==> src/rtl/msb_first_serial_transmitter.sv <==
// msb_first_serial_transmitter
//   Serialises a parallel unsigned word MSB-first. Each bit is held on the stream
//   outputs until the consumer accepts it. An optional reference tracker keeps the
//   mod-3 residue of the bits accepted so far, which can serve as a golden model
//   for a downstream multiple-of-three detector.
//
//   Build option: define MOD3_REF_EN to include the residue tracker. When it is
//   undefined, residue is tied to 2'b00 and div3 is tied to 1'b0.
//
// Ports
//   clk        rising-edge clock
//   reset      asynchronous active-low reset (0 = reset)
//   load_valid load request; load_ready: a load can be accepted
//   load_data  word to send, of which the low load_len bits are significant
//   load_len   bit count; 0 drops the load, and values above WIDTH clamp to WIDTH
//   out_ready  consumer accepts out_bit this cycle
//   out_valid  out_bit is valid; out_bit: current serial bit, MSB first
//   out_first  first bit of the word; out_last: last bit of the word
//   busy       word in flight
//   residue    mod-3 value of the accepted bits; div3: residue == 0
module msb_first_serial_transmitter #(
  parameter int unsigned WIDTH = 32,
  parameter int unsigned CNT_W = $clog2(WIDTH + 1)
) (
  input  logic             clk,
  input  logic             reset,
  input  logic             load_valid,
  output logic             load_ready,
  input  logic [WIDTH-1:0] load_data,
  input  logic [CNT_W-1:0] load_len,
  input  logic             out_ready,
  output logic             out_valid,
  output logic             out_bit,
  output logic             out_first,
  output logic             out_last,
  output logic             busy,
  output logic [1:0]       residue,
  output logic             div3
);

  typedef enum logic {StIdle, StShift} state_e;

  state_e           state_q, state_d;
  logic [WIDTH-1:0] shreg_q, shreg_d;
  logic [CNT_W-1:0] cnt_q, cnt_d;
  logic             load_ready_q, load_ready_d;
  logic             out_valid_q, out_valid_d;
  logic             out_bit_q, out_bit_d;
  logic             out_first_q, out_first_d;
  logic             out_last_q, out_last_d;
  logic             busy_q, busy_d;

  logic [CNT_W-1:0] len_eff;
  logic [CNT_W-1:0] shamt;
  logic             load_fire;
  logic             xfer_fire;
  logic             load_start;

  assign len_eff    = (load_len > CNT_W'(WIDTH)) ? CNT_W'(WIDTH) : load_len;
  assign shamt      = CNT_W'(WIDTH) - len_eff;
  assign load_fire  = load_valid && load_ready_q;
  assign xfer_fire  = out_valid_q && out_ready;
  // A zero-length load is accepted but does not leave IDLE.
  assign load_start = (state_q == StIdle) && load_fire && (len_eff != '0);

  always_comb begin
    state_d     = state_q;
    shreg_d     = shreg_q;
    cnt_d       = cnt_q;
    out_first_d = out_first_q;
    unique case (state_q)
      StIdle: begin
        if (load_start) begin
          shreg_d     = load_data << shamt;  // left-align so the MSB sits at the top
          cnt_d       = len_eff;
          out_first_d = 1'b1;
          state_d     = StShift;
        end
      end
      StShift: begin
        if (xfer_fire) begin
          shreg_d     = shreg_q << 1;
          cnt_d       = cnt_q - CNT_W'(1);
          out_first_d = 1'b0;
          if (cnt_q == CNT_W'(1)) begin
            state_d = StIdle;
          end
        end
      end
      default: state_d = StIdle;
    endcase

    // Stream outputs are registered copies of the next state, so they hold during a stall.
    load_ready_d = (state_d == StIdle);
    out_valid_d  = (state_d == StShift);
    busy_d       = (state_d == StShift);
    out_bit_d    = (state_d == StShift) ? shreg_d[WIDTH-1] : 1'b0;
    out_last_d   = (state_d == StShift) && (cnt_d == CNT_W'(1));
    if (state_d != StShift) begin
      out_first_d = 1'b0;
    end
  end

  always_ff @(posedge clk or negedge reset) begin
    if (!reset) begin
      state_q      <= StIdle;
      shreg_q      <= '0;
      cnt_q        <= '0;
      load_ready_q <= 1'b0;
      out_valid_q  <= 1'b0;
      out_bit_q    <= 1'b0;
      out_first_q  <= 1'b0;
      out_last_q   <= 1'b0;
      busy_q       <= 1'b0;
    end else begin
      state_q      <= state_d;
      shreg_q      <= shreg_d;
      cnt_q        <= cnt_d;
      load_ready_q <= load_ready_d;
      out_valid_q  <= out_valid_d;
      out_bit_q    <= out_bit_d;
      out_first_q  <= out_first_d;
      out_last_q   <= out_last_d;
      busy_q       <= busy_d;
    end
  end

  assign load_ready = load_ready_q;
  assign out_valid  = out_valid_q;
  assign out_bit    = out_bit_q;
  assign out_first  = out_first_q;
  assign out_last   = out_last_q;
  assign busy       = busy_q;

`ifdef MOD3_REF_EN
  logic [1:0] residue_q, residue_d;

  // The residue tracks the value of the accepted prefix: r' = (2r + b) mod 3.
  always_comb begin
    residue_d = residue_q;
    if (load_start) begin
      residue_d = 2'd0;
    end else if ((state_q == StShift) && xfer_fire) begin
      case ({residue_q, out_bit_q})
        3'b00_0: residue_d = 2'd0;
        3'b00_1: residue_d = 2'd1;
        3'b01_0: residue_d = 2'd2;
        3'b01_1: residue_d = 2'd0;
        3'b10_0: residue_d = 2'd1;
        3'b10_1: residue_d = 2'd2;
        default: residue_d = 2'd0;
      endcase
    end
  end

  always_ff @(posedge clk or negedge reset) begin
    if (!reset) begin
      residue_q <= 2'd0;
    end else begin
      residue_q <= residue_d;
    end
  end

  assign residue = residue_q;
  assign div3    = (residue_q == 2'd0);
`else
  assign residue = 2'b00;
  assign div3    = 1'b0;
`endif

endmodule

==> config.mk <==
export PLATFORM = sky130hd
export DESIGN_NAME = msb_first_serial_transmitter
export DESIGN_NICKNAME = d
export VERILOG_FILES = /design/src/rtl/msb_first_serial_transmitter.sv
export SDC_FILE = /design/constraint.sdc
export NUM_CORES = 1
export LEC_CHECK = 0
export CAP_MARGIN = 20
export CORE_ASPECT_RATIO = 1.75
export CORE_MARGIN = 5
export CORE_UTILIZATION = 40
export DETAILED_ROUTE_END_ITERATION = 8
export MAX_ROUTING_LAYER = met4
export SLEW_MARGIN = 0
export SYNTH_ARGS = -nofsm -noshare
export SYNTH_HDL_FRONTEND = slang
export SYNTH_SLANG_ARGS = --single-unit
==> constraint.sdc <==
create_clock -name clk -period 3.3 [get_ports clk]
set_clock_uncertainty 0.2 [all_clocks]
set_input_delay 0.66 -clock clk [delete_from_list [all_inputs] [get_ports clk]]
set_output_delay 0.66 -clock clk [all_outputs]
set_load 0.01 [all_outputs]
==> results_dict.tcl, run 1 <==
set metrics [dict create \
    status "complete, no violations" \
    placedCellCount 625 \
    dieArea_um2 12130 \
    grt_overflow_total 0 \
    r2r-start "busy" \
    seq_area_frac_synth_pct 27.02 \
    cts_tree "built" \
    holdPathEnd "shreg_q[13]" \
    num_vias 3770 \
    postRouteAntennaNets 0 \
    cts.clk_slew.worst_paths_ps 60 \
    rows 48 \
    ys_async_sr_fraction_pct 100.0 \
    hold_viol_final 0 \
    r2r-end "out_last" \
    yosys_register_bits 43 \
    power.total_uw 2567 \
    rr_worst_depth 6 \
    drive_gt1_share_pct 25.34 \
    insertion_delay_ps 290 \
    synth_edf_count 0 \
    post-route-min-period_ps 3218 \
    syn_avg_cell_area_um2 9.643 \
    cts_max_path_buffers 2 \
    wl_per_cell_um 20.05 \
    setup_violations 0 \
    setup_tns_ps 0 \
    powerDensity_nw_per_um2 490.3 \
    cpMostUsedCell "mux2_4" \
    syn-cell-area_um2 3983 \
    clock_sink_count 43 \
    p_leak_uw 0.002251 \
    cp-end-kind "register" \
    critPathMaxFanout 3 \
    cp.arrival_ps 3180 \
    grt_first_pass_wirelength_mm 20.25 \
    path_cells "clkdlybuf4s50_1 > nand2_1 > ha_4 > mux2_4 > mux2_4 > mux4_2 > a221oi_2 > o211a_1 > a211oi_1" \
    synth_cell_types 66 \
    routed_via_density 5.946 \
    holdPathStages 2 \
    antenna_found_initial 0 \
    ys.flop_type "dfrtp_1" \
    coreArea_um2 9789 \
    irDropWorstVdd_uv 330.5 \
    rsz0062_at_grt "false" \
    initial_utilization_pct 40.68 \
    port_buffers 47 \
    grt_usage_pct 21.99 \
    dp_hpwl_mm 10.19 \
    io_pins 51 \
    routed_wl_mm 12.71 \
    synth.yosys.warnings 0 \
    timing_max_transition_violations_final 0 \
    drcViolationCount 0 \
    critPathMaxStageDelay_ps 520 \
    maxCapViolations 0 \
    cp_slowest_cell "mux4_2" \
    numCtsBuffers 5 \
    area_growth_pct 31.45 \
    finalCritPeriodShare_pct 97.50 \
    grt_max_degree 44 \
    required_ps 3270 \
    gp_congestion 0.9247 \
    htree_levels 2 \
    drtIter0Drc 194 \
    fmax_mhz 310.8 \
    hp-class "register to register" \
    min_from "shreg_q[13]" \
    reg2reg_setup_slack_ps 1050 \
    startpoint_type "input port" \
    netlist_instances 413 \
    fillers 917 \
    final_cells 634 \
    drt_pre_antenna_iters 5 \
    diodes 0 \
    critPathKind "input port to register" \
    nNetsFinal 554 \
    grt_pass1_vias 3805 \
    cts_root_buf "clkbuf_16" \
    fp.dieW_um 85.43 \
    chipHeight_um 142 \
]
-- synth_stat cells, types with 3 or more instances --
| library cell | n | area share [%] |
|---|---|---|
| o21ai_1 | 10 | 1.3 |
| a211oi_1 | 3 | 0.57 |
| nor2_1 | 19 | 1.8 |
| or4_1 | 3 | 0.57 |
| a21oi_1 | 21 | 2.6 |
| a22oi_1 | 23 | 4.3 |
| inv_1 | 10 | 0.94 |
| buf_4 | 6 | 1.1 |
| a221o_1 | 6 | 1.5 |
| nand3_1 | 11 | 1.4 |
| buf_2 | 16 | 2.0 |
| clkbuf_1 | 11 | 1.0 |
| nor2b_1 | 3 | 0.47 |
| a22o_1 | 3 | 0.66 |
| mux2_1 | 3 | 0.85 |
| a31oi_1 | 4 | 0.63 |
| o211ai_1 | 7 | 1.3 |
| a222oi_1 | 5 | 1.3 |
| xnor2_1 | 3 | 0.66 |
| nand4_1 | 3 | 0.47 |
| mux2i_1 | 56 | 14 |
| o21ai_0 | 9 | 1.1 |
| nand2b_1 | 4 | 0.63 |
| mux4_2 | 24 | 14 |
| or3_1 | 3 | 0.47 |
| nand2_1 | 45 | 4.2 |
| ha_1 | 3 | 0.94 |
| mux2_2 | 7 | 2.0 |
| and2_1 | 4 | 0.63 |
| dfrtp_1 | 43 | 27 |
-- where the power goes --
part	switching, µW	total, µW	internal (µW)
clock network	207	502	296
registers	150	864	714
logic	589	1200	612
total	945	2570	1620
-- sequential cells by signal, indices dropped and copies added (netlist names) --
register and cells:
shreg_q 32, busy 1, cnt_q 6, out_first 1
out_bit 1, out_last 1, load_ready 1
-- how the worst max path moves through the flow --
| stage | from | end | slack (ps) |
|---|---|---|---|
| after floorplan | load_len[0] | shreg_q[30] | 2 |
| after global placement | load_len[5] | out_bit | -420 |
| after detailed placement | load_len[5] | out_bit | -460 |
| after CTS | load_len[0] | out_bit | 20 |
| after global routing | load_len[1] | out_bit | 8 |
| final | load_len[1] | out_bit | 80 |
-- per-layer routing --
layer	GRT usage, %	share of wire, %	vias up
met1	23.42	37	1865
met4	9.842	3.9	0
met3	1.738	2.6	25
li1	-	-	1785
met5	-	0	-
met2	40.70	57	95
-- what timing repair did --
| action | CTS | global route |
|---|---|---|
| resized for setup | 7 | 3 |
| endpoints found under the hold margin | 0 | 5 |
| hold buffers | 0 | 1 |
| setup endpoints to repair | 5 | 8 |
| pin swaps | 3 | 3 |
| buffers inserted | 0 | 0 |
-- cell type report --
| cell class | instances | area (µm²) | area share (%) |
|---|---|---|---|
| inverter | 10 | 37.54 | 0.7170 |
| multi-input combinational | 326 | 2720 | 51.96 |
| timing repair buffer | 123 | 1101 | 21.03 |
| clock buffer | 6 | 138.9 | 2.653 |
| tap | 125 | 156.4 | 2.988 |
| clock inverter | 1 | 5.005 | 0.09560 |
| sequential | 43 | 1076 | 20.55 |
-- cells by family (layout without fill, tap and decap cells) --
kind of cell | count (synthesis) | in the layout | share of synthesized area, %
flip-flops | 43 | 43 | 27.02
adder cells (fa/ha/maj) | 3 | 3 | 0.9426
buffers and inverters | 46 | 140 | 5.592
AO/OA/AOI/OAI | 113 | 113 | 20.30
other | 1 | 3 | 0.09416
AND/OR/NAND/NOR | 110 | 110 | 13.67
XOR/XNOR | 7 | 7 | 1.917
multiplexers | 90 | 90 | 30.47
-- critical path, delay by kind of cell --
family                     cells  cell delay, ps
AOI/OAI and AO/OA              3             500
and+or+nand+nor                1             110
adders and majority gates      1             330
buffers and inverters          1             480
muxes                          3            1110
-- cell usage in the layout, fill, tap and decap left out, drive strengths merged, types with 3 or more instances in the layout --
cell type / synthesis / final
clkdlybuf4s50: 0 / 44
ha: 3 / 3
xor2: 3 / 3
buf: 25 / 76
clkbuf: 11 / 6
mux2i: 56 / 56
a221o: 6 / 6
o21ai: 19 / 19
a222oi: 5 / 5
a22oi: 23 / 23
a31oi: 5 / 5
or4: 3 / 3
mux4: 24 / 24
nand3: 12 / 12
a21oi: 21 / 21
and2: 5 / 5
a22o: 3 / 3
dfrtp: 43 / 43
nor2b: 4 / 4
or3: 3 / 3
a221oi: 3 / 3
conb: 1 / 3
nand2b: 5 / 5
o211ai: 7 / 7
nor2: 19 / 19
mux2: 10 / 10
inv: 10 / 10
xnor2: 4 / 4
nand4: 3 / 3
a31o: 3 / 3
nand2: 45 / 45
a211oi: 4 / 4
-- through the flow --
stage	utilization (%)	setup slack (ps)	instance area, µm²	hold slack, ps
finish	53.48	82.38	5235	307.7
global route	53.48	8.200	5235	330.2
CTS	53.07	19.97	5195	307.7
detailed placement	51.35	-461.2	5027	292.9
global placement	51.35	-416.6	5027	283.1
floorplan	-	2.042	3993	164.4
Note: power is estimated with default switching activity, not from simulation.
==> run 2, diff against run 1 <==
--- a/config.mk
+++ b/config.mk
@@ -9,6 +9,8 @@
 export CORE_ASPECT_RATIO = 1.75
 export CORE_MARGIN = 5
 export CORE_UTILIZATION = 40
+export CTS_BUF_LIST = sky130_fd_sc_hd__clkbuf_16
+export CTS_CLUSTER_DIAMETER = 200
 export DETAILED_ROUTE_END_ITERATION = 8
 export MAX_ROUTING_LAYER = met4
 export SLEW_MARGIN = 0
==> run 2 against run 1 <==
Against the previous run:
- largest cell class unchanged
- clock-buffer cell count down 1
- fmax shrank 0.19%
- die area unchanged
- global-route usage unchanged
- via count is 0.34% higher
- highest routed layer unchanged
- first-iteration DRC count fell by 1.5%
- design area decreased by 0.19%
- sequential power hardly changed
==> results_dict.tcl, run 2 (synthesized netlist as in run 1, its figures left out) <==
set metrics [dict create \
    crit_start "load_len[1]" \
    r2r-start "busy" \
    holdPathStages 2 \
    cts.clk_slew.worst_paths_ps 60 \
    final_common_cell "buf_4" \
    cts_tree "built" \
    reg2reg_setup_slack_ps 1050 \
    io_pins 51 \
    finalCritPeriodShare_pct 97.69 \
    drcViolationCount 0 \
    nNetsFinal 554 \
    diodes 0 \
    grt_usage_pct 21.99 \
    initial_utilization_pct 40.68 \
    irDropWorstVdd_uv 320.6 \
    placed_cell_area_um2 5027 \
    crit_buf_inv 1 \
    min_from "shreg_q[13]" \
    crit_family "multiplexers" \
    chipHeight_um 142 \
    status "complete, no violations" \
    hold_viol_final 0 \
    rr_worst_depth 6 \
    rows 48 \
    required_ps 3260 \
    dieArea_um2 12130 \
    hp-class "register to register" \
    dp_hpwl_mm 10.19 \
    insertion_delay_ps 290 \
    grt_overflow_total 0 \
    drive_gt1_share_pct 25.15 \
    startpoint_type "input port" \
    cp_slowest_cell "mux4_2" \
    numCtsBuffers 5 \
    area_growth_pct 31.20 \
    cts_max_path_buffers 2 \
    grt_pass1_vias 3805 \
    critPathKind "input port to register" \
    postRouteAntennaNets 0 \
    largest_register "shreg_q" \
    fmax_mhz 310.2 \
    drtIter0Drc 191 \
    cp-end-kind "register" \
    r2r-end "out_last" \
    antenna_found_initial 0 \
    routed_via_density 5.967 \
    htree_levels 2 \
    num_vias 3783 \
    cp.arrival_ps 3190 \
    wl_per_cell_um 20.05 \
    maxCapViolations 0 \
    largest_reg_flops 32 \
    critPathMaxFanout 3 \
    post-route-min-period_ps 3224 \
    design_area_um2 5225 \
    drt_pre_antenna_iters 6 \
    timing_max_transition_violations_final 0 \
    routed_wl_mm 12.71 \
    grt_first_pass_wirelength_mm 20.25 \
    fp.dieW_um 85.43 \
    powerDensity_nw_per_um2 486.3 \
    grt_max_degree 44 \
    postCtsSetupBuffers 0 \
    path_cells "clkdlybuf4s50_1 > nand2_1 > ha_4 > mux2_4 > mux2_4 > mux4_2 > a221oi_2 > o211a_1 > a211oi_1" \
    gp_congestion 0.9247 \
    setup_violations 0 \
    reg.largest.list "shreg_q x32, cnt_q x6" \
    port_buffers 47 \
    clock_sink_count 43 \
    cpMostUsedCell "mux2_4" \
    coreArea_um2 9789 \
    setup_tns_ps 0 \
    cts_root_buf "clkbuf_16" \
    holdPathEnd "shreg_q[13]" \
    layout_common_cells "69 x buf_4, 56 x mux2i_1, 45 x nand2_1, 44 x clkdlybuf4s50_1, 43 x dfrtp_1" \
    critPathMaxStageDelay_ps 530 \
    rsz0062_at_grt "false" \
    p_leak_uw 0.002246 \
]
## run 2: changes by cell type in the layout (fill, tap and decap cells not counted), sizes merged
cell    delta
clkinv     +1
clkbuf     -1
## run 2: power by group
part | switching [µW] | internal (µW) | leakage [µW] | total (µW)
Combinational | 588 | 612 | 0.00162 | 1200
Sequential | 150 | 714 | 0.000558 | 864
Clock | 205 | 272 | 0.0000671 | 477
## run 2: worst min-delay path, stage by stage, from the launching register on
cell and delay [ps]:
dfrtp_1 340, a22oi_1 70, nand2_1 60
## run 2: timing repair
action / CTS / global route
hold buffers: 0 / 1
hold endpoints to repair: 0 / 5
setup endpoints to repair: 5 / 8
pin swaps: 3 / 3
gates resized for setup: 7 / 3
## run 2: per-layer routing
layer,vias to the layer above,routed length (µm),GRT usage [%]
met1,1890,4698,23.42
li1,1786,-,-
met2,83,7210,40.70
met3,24,304,1.738
met5,-,0,-
met4,0,495,9.842
## run 2: per-stage QoR
stage | total power, µW | std cells | utilization [%] | setup slack, ps | hold slack [ps]
after floorplan | 1595 | 415 | - | 2.042 | 164.4
after global placement | 2023 | 625 | 51.35 | -416.6 | 283.1
after detailed placement | 2052 | 625 | 51.35 | -461.2 | 292.9
after CTS | 2543 | 632 | 52.97 | 19.28 | 307.7
after global routing | 2693 | 634 | 53.37 | 7.492 | 330.2
final | 2541 | 634 | 53.37 | 76.15 | 308.1
## run 2: how the worst max path moves through the flow
| stage | end | depth (start not counted) | slack, ps |
|---|---|---|---|
| after detailed placement | out_bit | 10 | -460 |
| after CTS | out_bit | 10 | 20 |
| after floorplan | shreg_q[30] | 11 | 2 |
| after global placement | out_bit | 10 | -420 |
| after global routing | out_bit | 9 | 7 |
| final | out_bit | 9 | 80 |
## run 2: cell type report
type	instances	area, µm²
timing repair buffer	123	1101
fill	920	4564
sequential	43	1076
tap	125	156.4
multi-input combinational	326	2720
inverter	10	37.54
clock buffer	5	125.1
clock inverter	2	8.758
==> run 3, diff against run 2 <==
--- a/config.mk
+++ b/config.mk
@@ -13,6 +13,7 @@
 export CTS_CLUSTER_DIAMETER = 200
 export DETAILED_ROUTE_END_ITERATION = 8
 export MAX_ROUTING_LAYER = met4
+export SETUP_SLACK_MARGIN = 0.1
 export SLEW_MARGIN = 0
 export SYNTH_ARGS = -nofsm -noshare
 export SYNTH_HDL_FRONTEND = slang
==> constraint.sdc (replaced) <==
create_clock -name clk -period 3.6 [get_ports clk]
set_clock_uncertainty 0.2 [all_clocks]
set_input_delay 0.72 -clock clk [delete_from_list [all_inputs] [get_ports clk]]
set_output_delay 0.72 -clock clk [all_outputs]
set_load 0.01 [all_outputs]
==> run 3 against run 2 <==
Against the previous run:
- combinational power decreased by 12%
- largest cell class unchanged
- non-clock buffer count decreased by 26
- highest routed layer unchanged
- largest power group unchanged
- clock-buffer cell count stayed put
- first-iteration DRC count grew 45%
- worst hold slack got worse by 280 ps
==> results_dict.tcl, run 3 (synthesized netlist as in run 1, its figures left out) <==
set metrics [dict create \
    status "complete, no violations" \
    numCtsBuffers 5 \
    drive_gt1_share_pct 20.54 \
    fillers 944 \
    insertion_delay_ps 280 \
    grt_first_pass_wirelength_mm 19.56 \
    maxCapViolations 0 \
    placed_cell_area_um2 4852 \
    io_pins 51 \
    timing_max_transition_violations_final 0 \
    powerDensity_nw_per_um2 452.0 \
    reg.largest.list "shreg_q x32, cnt_q x6" \
    postRouteAntennaNets 0 \
    switching_share_pct 36.70 \
    chipHeight_um 142 \
    htree_levels 2 \
    num_vias 3688 \
    irDropWorstVdd_uv 209.2 \
    cts_root_buf "clkbuf_16" \
    initial_utilization_pct 40.68 \
    final_common_cell "mux2i_1" \
    drcViolationCount 0 \
    required_ps 3550 \
    nNetsFinal 528 \
    largest_reg_flops 32 \
    layout_common_cells "56 x mux2i_1, 45 x nand2_1, 45 x clkdlybuf4s50_1, 44 x buf_4, 43 x dfrtp_1" \
    hold_viol_final 0 \
    drt_pre_antenna_iters 6 \
    post-route-min-period_ps 3396 \
    wl_per_cell_um 20.04 \
    p_leak_uw 0.002109 \
    grt_pass1_vias 3766 \
    setup_violations 0 \
    fp.dieW_um 85.43 \
    largest_register "shreg_q" \
    gp_congestion 0.9494 \
    cp-end-kind "register" \
    power.total_uw 2268 \
    cts.clk_slew.worst_paths_ps 60 \
    routed_wl_mm 12.17 \
    area_growth_pct 25.98 \
    finalCritPeriodShare_pct 94.33 \
    p_comb_share_pct 46.8 \
    grt_usage_pct 21.18 \
    grt_overflow_total 0 \
    design_area_um2 5017 \
    holdWs_ps 30.77 \
    critPathKind "input port to register" \
    cts_tree "built" \
    postCtsSetupBuffers 0 \
    rows 48 \
    dp_hpwl_mm 9.805 \
    diodes 0 \
    drtIter0Drc 277 \
    fmax_mhz 294.5 \
    power.net_switching_uw 832.2 \
    clock_sink_count 43 \
    pwr-share-seq_pct 35.0 \
    coreArea_um2 9789 \
    power.share.clock_pct 18.2 \
    cts_max_path_buffers 2 \
    critPathMaxFanout 4 \
    dieArea_um2 12130 \
    grt_max_degree 44 \
    hp-class "input port to async pin" \
    startpoint_type "input port" \
    cp.arrival_ps 3350 \
    routed_via_density 6.076 \
    p_int_uw 1435 \
    rsz0062_at_grt "true" \
    port_buffers 47 \
    antenna_found_initial 0 \
]
run 3: cell count changes in the layout (fill, tap and decap cells not counted), sizes merged:
cell           change
buf               -25
clkinv             -2
clkdlybuf4s50      +1
dlygate4sd2        -1
dlygate4sd3        -1
inv                +1
run 3: repair_timing:
item | 4_1_cts | 5_1_grt
gates resized for setup | 1 | 3
setup endpoints to repair | 2 | 7
hold buffers | 0 | 0
pin swaps | 1 | 2
cloned | 0 | 0
run 3: power groups by stage:
stage | combinational [µW] | sequential [µW] | clock [µW]
after global placement | 1040 | 796 | 0
after global routing | 1160 | 810 | 437
after CTS | 1060 | 793 | 422
after detailed placement | 1050 | 801 | 0
after floorplan | 704 | 757 | 0
final | 1060 | 793 | 413
run 3: per-layer routing:
metal | part of all wire [%] | wire length (µm) | up-vias | track usage, %
li1 | - | - | 1733 | -
met5 | 0 | 0 | - | -
met4 | 4.7 | 577 | 0 | 10.34
met2 | 55 | 6658 | 125 | 38.85
met1 | 37 | 4446 | 1789 | 22.65
met3 | 4.0 | 484 | 41 | 1.390
run 3: final cells by class:
class                           instances  area (µm²)  share of cell area [%]
Multi-Input combinational cell        326        2709                   53.99
Sequential cell                        43        1076                   21.45
Timing Repair Buffer                   97       909.6                   18.13
Tap cell                              125       156.4                   3.117
Clock buffer                            5       125.1                   2.494
Inverter                               10       37.54                  0.7481
Clock inverter                          1       3.754                 0.07481
run 3: critical path: stages:
cell,delay (ps)
clkdlybuf4s50_1,490
nor2b_4,150
inv_1,80
ha_4,300
mux2_1,340
mux2_2,280
mux4_2,500
a221oi_2,220
o211a_1,200
a211oi_1,60
run 3: worst paths after layout:
check                            startpoint          end  slack [ps]  cells after the start
worst max-delay path            load_len[0]      out_bit         200                     10
worst min-delay path                  reset     out_last          30                      1
worst max register to register         busy     out_last        1330                      6
worst min register to register  shreg_q[11]  shreg_q[11]         300                      2
max in group asynchronous             reset  shreg_q[20]        2750                      2
min in group clk                shreg_q[11]  shreg_q[11]         300                      2
run 3: per-stage QoR:
stage,std cells,setup WS [ps],TNS (ps),utilization [%]
floorplan,415,173.1,0,-
global placement,600,-150.7,-520.0,49.57
detailed placement,600,-221.1,-864.1,49.57
finish,607,204.3,0,51.25
global route,607,90.57,0,51.25
CTS,606,115.0,0,50.98
==> patch, RTL diff (settings of run 2) <==
Build with the macro `MOD3_REF_EN` defined.
--- a/src/rtl/msb_first_serial_transmitter.sv
+++ b/src/rtl/msb_first_serial_transmitter.sv
@@ -18,6 +18,8 @@
 //   out_first  first bit of the word; out_last: last bit of the word
 //   busy       word in flight
 //   residue    mod-3 value of the accepted bits; div3: residue == 0
+`define MOD3_REF_EN
+
 module msb_first_serial_transmitter #(
   parameter int unsigned WIDTH = 32,
   parameter int unsigned CNT_W = $clog2(WIDTH + 1)
Formal check against the unedited RTL: not equivalent (a bounded check fails within 4 cycles, from zero or initial values and one cycle with reset low).
==> patch against run 2 <==
Synthesized area grew 1.9%; cell count up 3.8%; setup slack better by 0.0042 ns; design area rose by 2.8%; core utilization rose by 0.84 points; hold slack worse by 0.021 ns; clock power is essentially flat; sequential cell count increased by 2; count of clock-buffer cells in the layout stayed put; total power increased by 7.2%; wire length rose by 3.2%; die area rose by 1.7%; register-to-register slack got worse by 0.22 ns; critical path type unchanged.
==> patch: results <==
export IMPL_p_leak_nw=2.415
export IMPL_fillers=943
export IMPL_vias_per_cell=6.112
export IMPL_synth_cell_types=63
export IMPL_top_register="shreg_q"
export IMPL_max_slew_worst_pin_slew_ns=0.6864
export IMPL_synth_nets=474
export IMPL_largest_reg_flops=32
export IMPL_clockRootBuffer="clkbuf_16"
export IMPL_drc_errors=0
export IMPL_synth_xor_area_share=0.01912
export IMPL_clock_path_buffers=2
export IMPL_drive_gt1_frac=0.2477
export IMPL_n_antenna_cell=0
export IMPL_grt_max_degree=46
export IMPL_grt_pass1_wl_mm=20.78
export IMPL_ys_seq_area_frac=0.2776
export IMPL_synth_most_common_cell="mux2i_1"
export IMPL_hp_class="flop to flop"
export IMPL_synth_warnings=0
export IMPL_fin_nets=578
export IMPL_grt_antenna_before_repair=0
export IMPL_async_flop_share=1.000
export IMPL_clk_insertion_delay_late_ns=0.29
export IMPL_firstDrtPassIters=6
export IMPL_cts_buffers=5
export IMPL_cp_arrival_ns=3.19
export IMPL_synth_mux_area_frac=0.2680
export IMPL_cts_max_level=2
export IMPL_wl_per_cell_um=19.93
export IMPL_grt_pass1_vias=4049
export IMPL_synth_compound_area_share=0.2338
export IMPL_critPathMaxFanout=3
export IMPL_grt_usage=0.2227
export IMPL_synthFlopType="dfrtp_1"
export IMPL_clkTransAtPathRegs_ns=0.06
export IMPL_status="finished clean"
export IMPL_ys_top_cells_by_count="mux2i_1 (49), dfrtp_1 (45), nand2_1 (36), o21ai_0 (27), a21oi_1 (26)"
export IMPL_gp_congestion=1.016
export IMPL_peakVddDrop_mv=0.3561
export IMPL_synthAdderAreaFrac=0.009254
export IMPL_port_buffers=50
export IMPL_synth_area_leaders="dfrtp_1 (28%), mux4_2 (13%), mux2i_1 (12%)"
export IMPL_hpwlAfterDp_mm=10.59
export IMPL_place_ws_ns=-0.2918
export IMPL_drt_iter0_drc=282
patch: cell types whose count changed after synthesis, moves of 6 or more:
cell | run 2 | this run
o21ai_0 | 9 | 27
a22oi_1 | 23 | 12
nand2_1 | 45 | 36
o21ai_1 | 10 | 1
a21o_1 | 2 | 10
mux2i_1 | 56 | 49
a31oi_1 | 4 | 10
patch: per-stage QoR:
stage | power [mW] | utilization | instance area, um^2 | cells
6_report | 2.724 | 0.5422 | 5373 | 658
5_1_grt | 2.892 | 0.5422 | 5373 | 658
4_1_cts | 2.724 | 0.5372 | 5324 | 656
3_5_place_dp | 2.238 | 0.5223 | 5176 | 647
3_3_place_gp | 2.217 | 0.5223 | 5176 | 647
2_1_floorplan | 1.721 | - | 4094 | 429
patch: final timing paths:
check,from,end,slack (ns),cells past startpoint
max,load_len[0],shreg_q[27]$_DFFE_PN0P_,0.08,10
min,shreg_q[0]$_DFFE_PN0P_,shreg_q[0]$_DFFE_PN0P_,0.29,2
max reg2reg,busy$_DFF_PN0_,out_last$_DFF_PN0_,0.83,6
min reg2reg,shreg_q[0]$_DFFE_PN0P_,shreg_q[0]$_DFFE_PN0P_,0.29,2
max in group asynchronous,reset,shreg_q[3]$_DFFE_PN0P_,1.93,3
min in group asynchronous,reset,out_last$_DFF_PN0_,0.52,2
patch: worst max-delay path, stage by stage:
cell	delay (ns)
clkdlybuf4s50_1	0.48
nor2b_4	0.16
inv_2	0.04
ha_2	0.37
mux2_2	0.38
nor4_1	0.20
a21oi_1	0.12
a221oi_1	0.33
nor2_1	0.11
a221o_1	0.35
patch: kinds of logic (layout without fill, tap and decap cells):
logic type	after synthesis	count (layout)
compound gates	137	137
simple gates	109	109
mux	79	79
buf+inv	48	152
flops	45	45
xor+xnor	8	8
fa+ha+maj	3	3
patch: layout make-up:
class                           instances  area, um^2  share of cell area
Clock buffer                            5       125.1             0.02329
Inverter                               13       48.80            0.009082
Tap cell                              125       156.4             0.02911
Timing Repair Buffer                  132        1154              0.2147
Multi-Input combinational cell        336        2755              0.5128
Clock inverter                          2       7.507            0.001397
Sequential cell                        45        1126              0.2096
patch: layer usage:
metal,up-vias,track usage,wire (um)
met5,-,-,0
met1,1946,0.2398,4843
met2,157,0.3843,6775
li1,1871,-,-
met3,48,0.01674,561
met4,0,0.1493,930
patch: report_power, final:
part	switching (mW)	internal [mW]	total (mW)
logic	0.632	0.685	1.32
clock network	0.205	0.271	0.476
registers	0.175	0.755	0.930
total	1.01	1.71	2.72
patch: timing repair:
item | CTS | global route
endpoints found under the setup margin | 2 | 23
setup buffers | 2 | 0
pin swaps | 1 | 0
hold endpoints to repair | 0 | 4
resized for setup | 0 | 4
hold buffers | 0 | 1
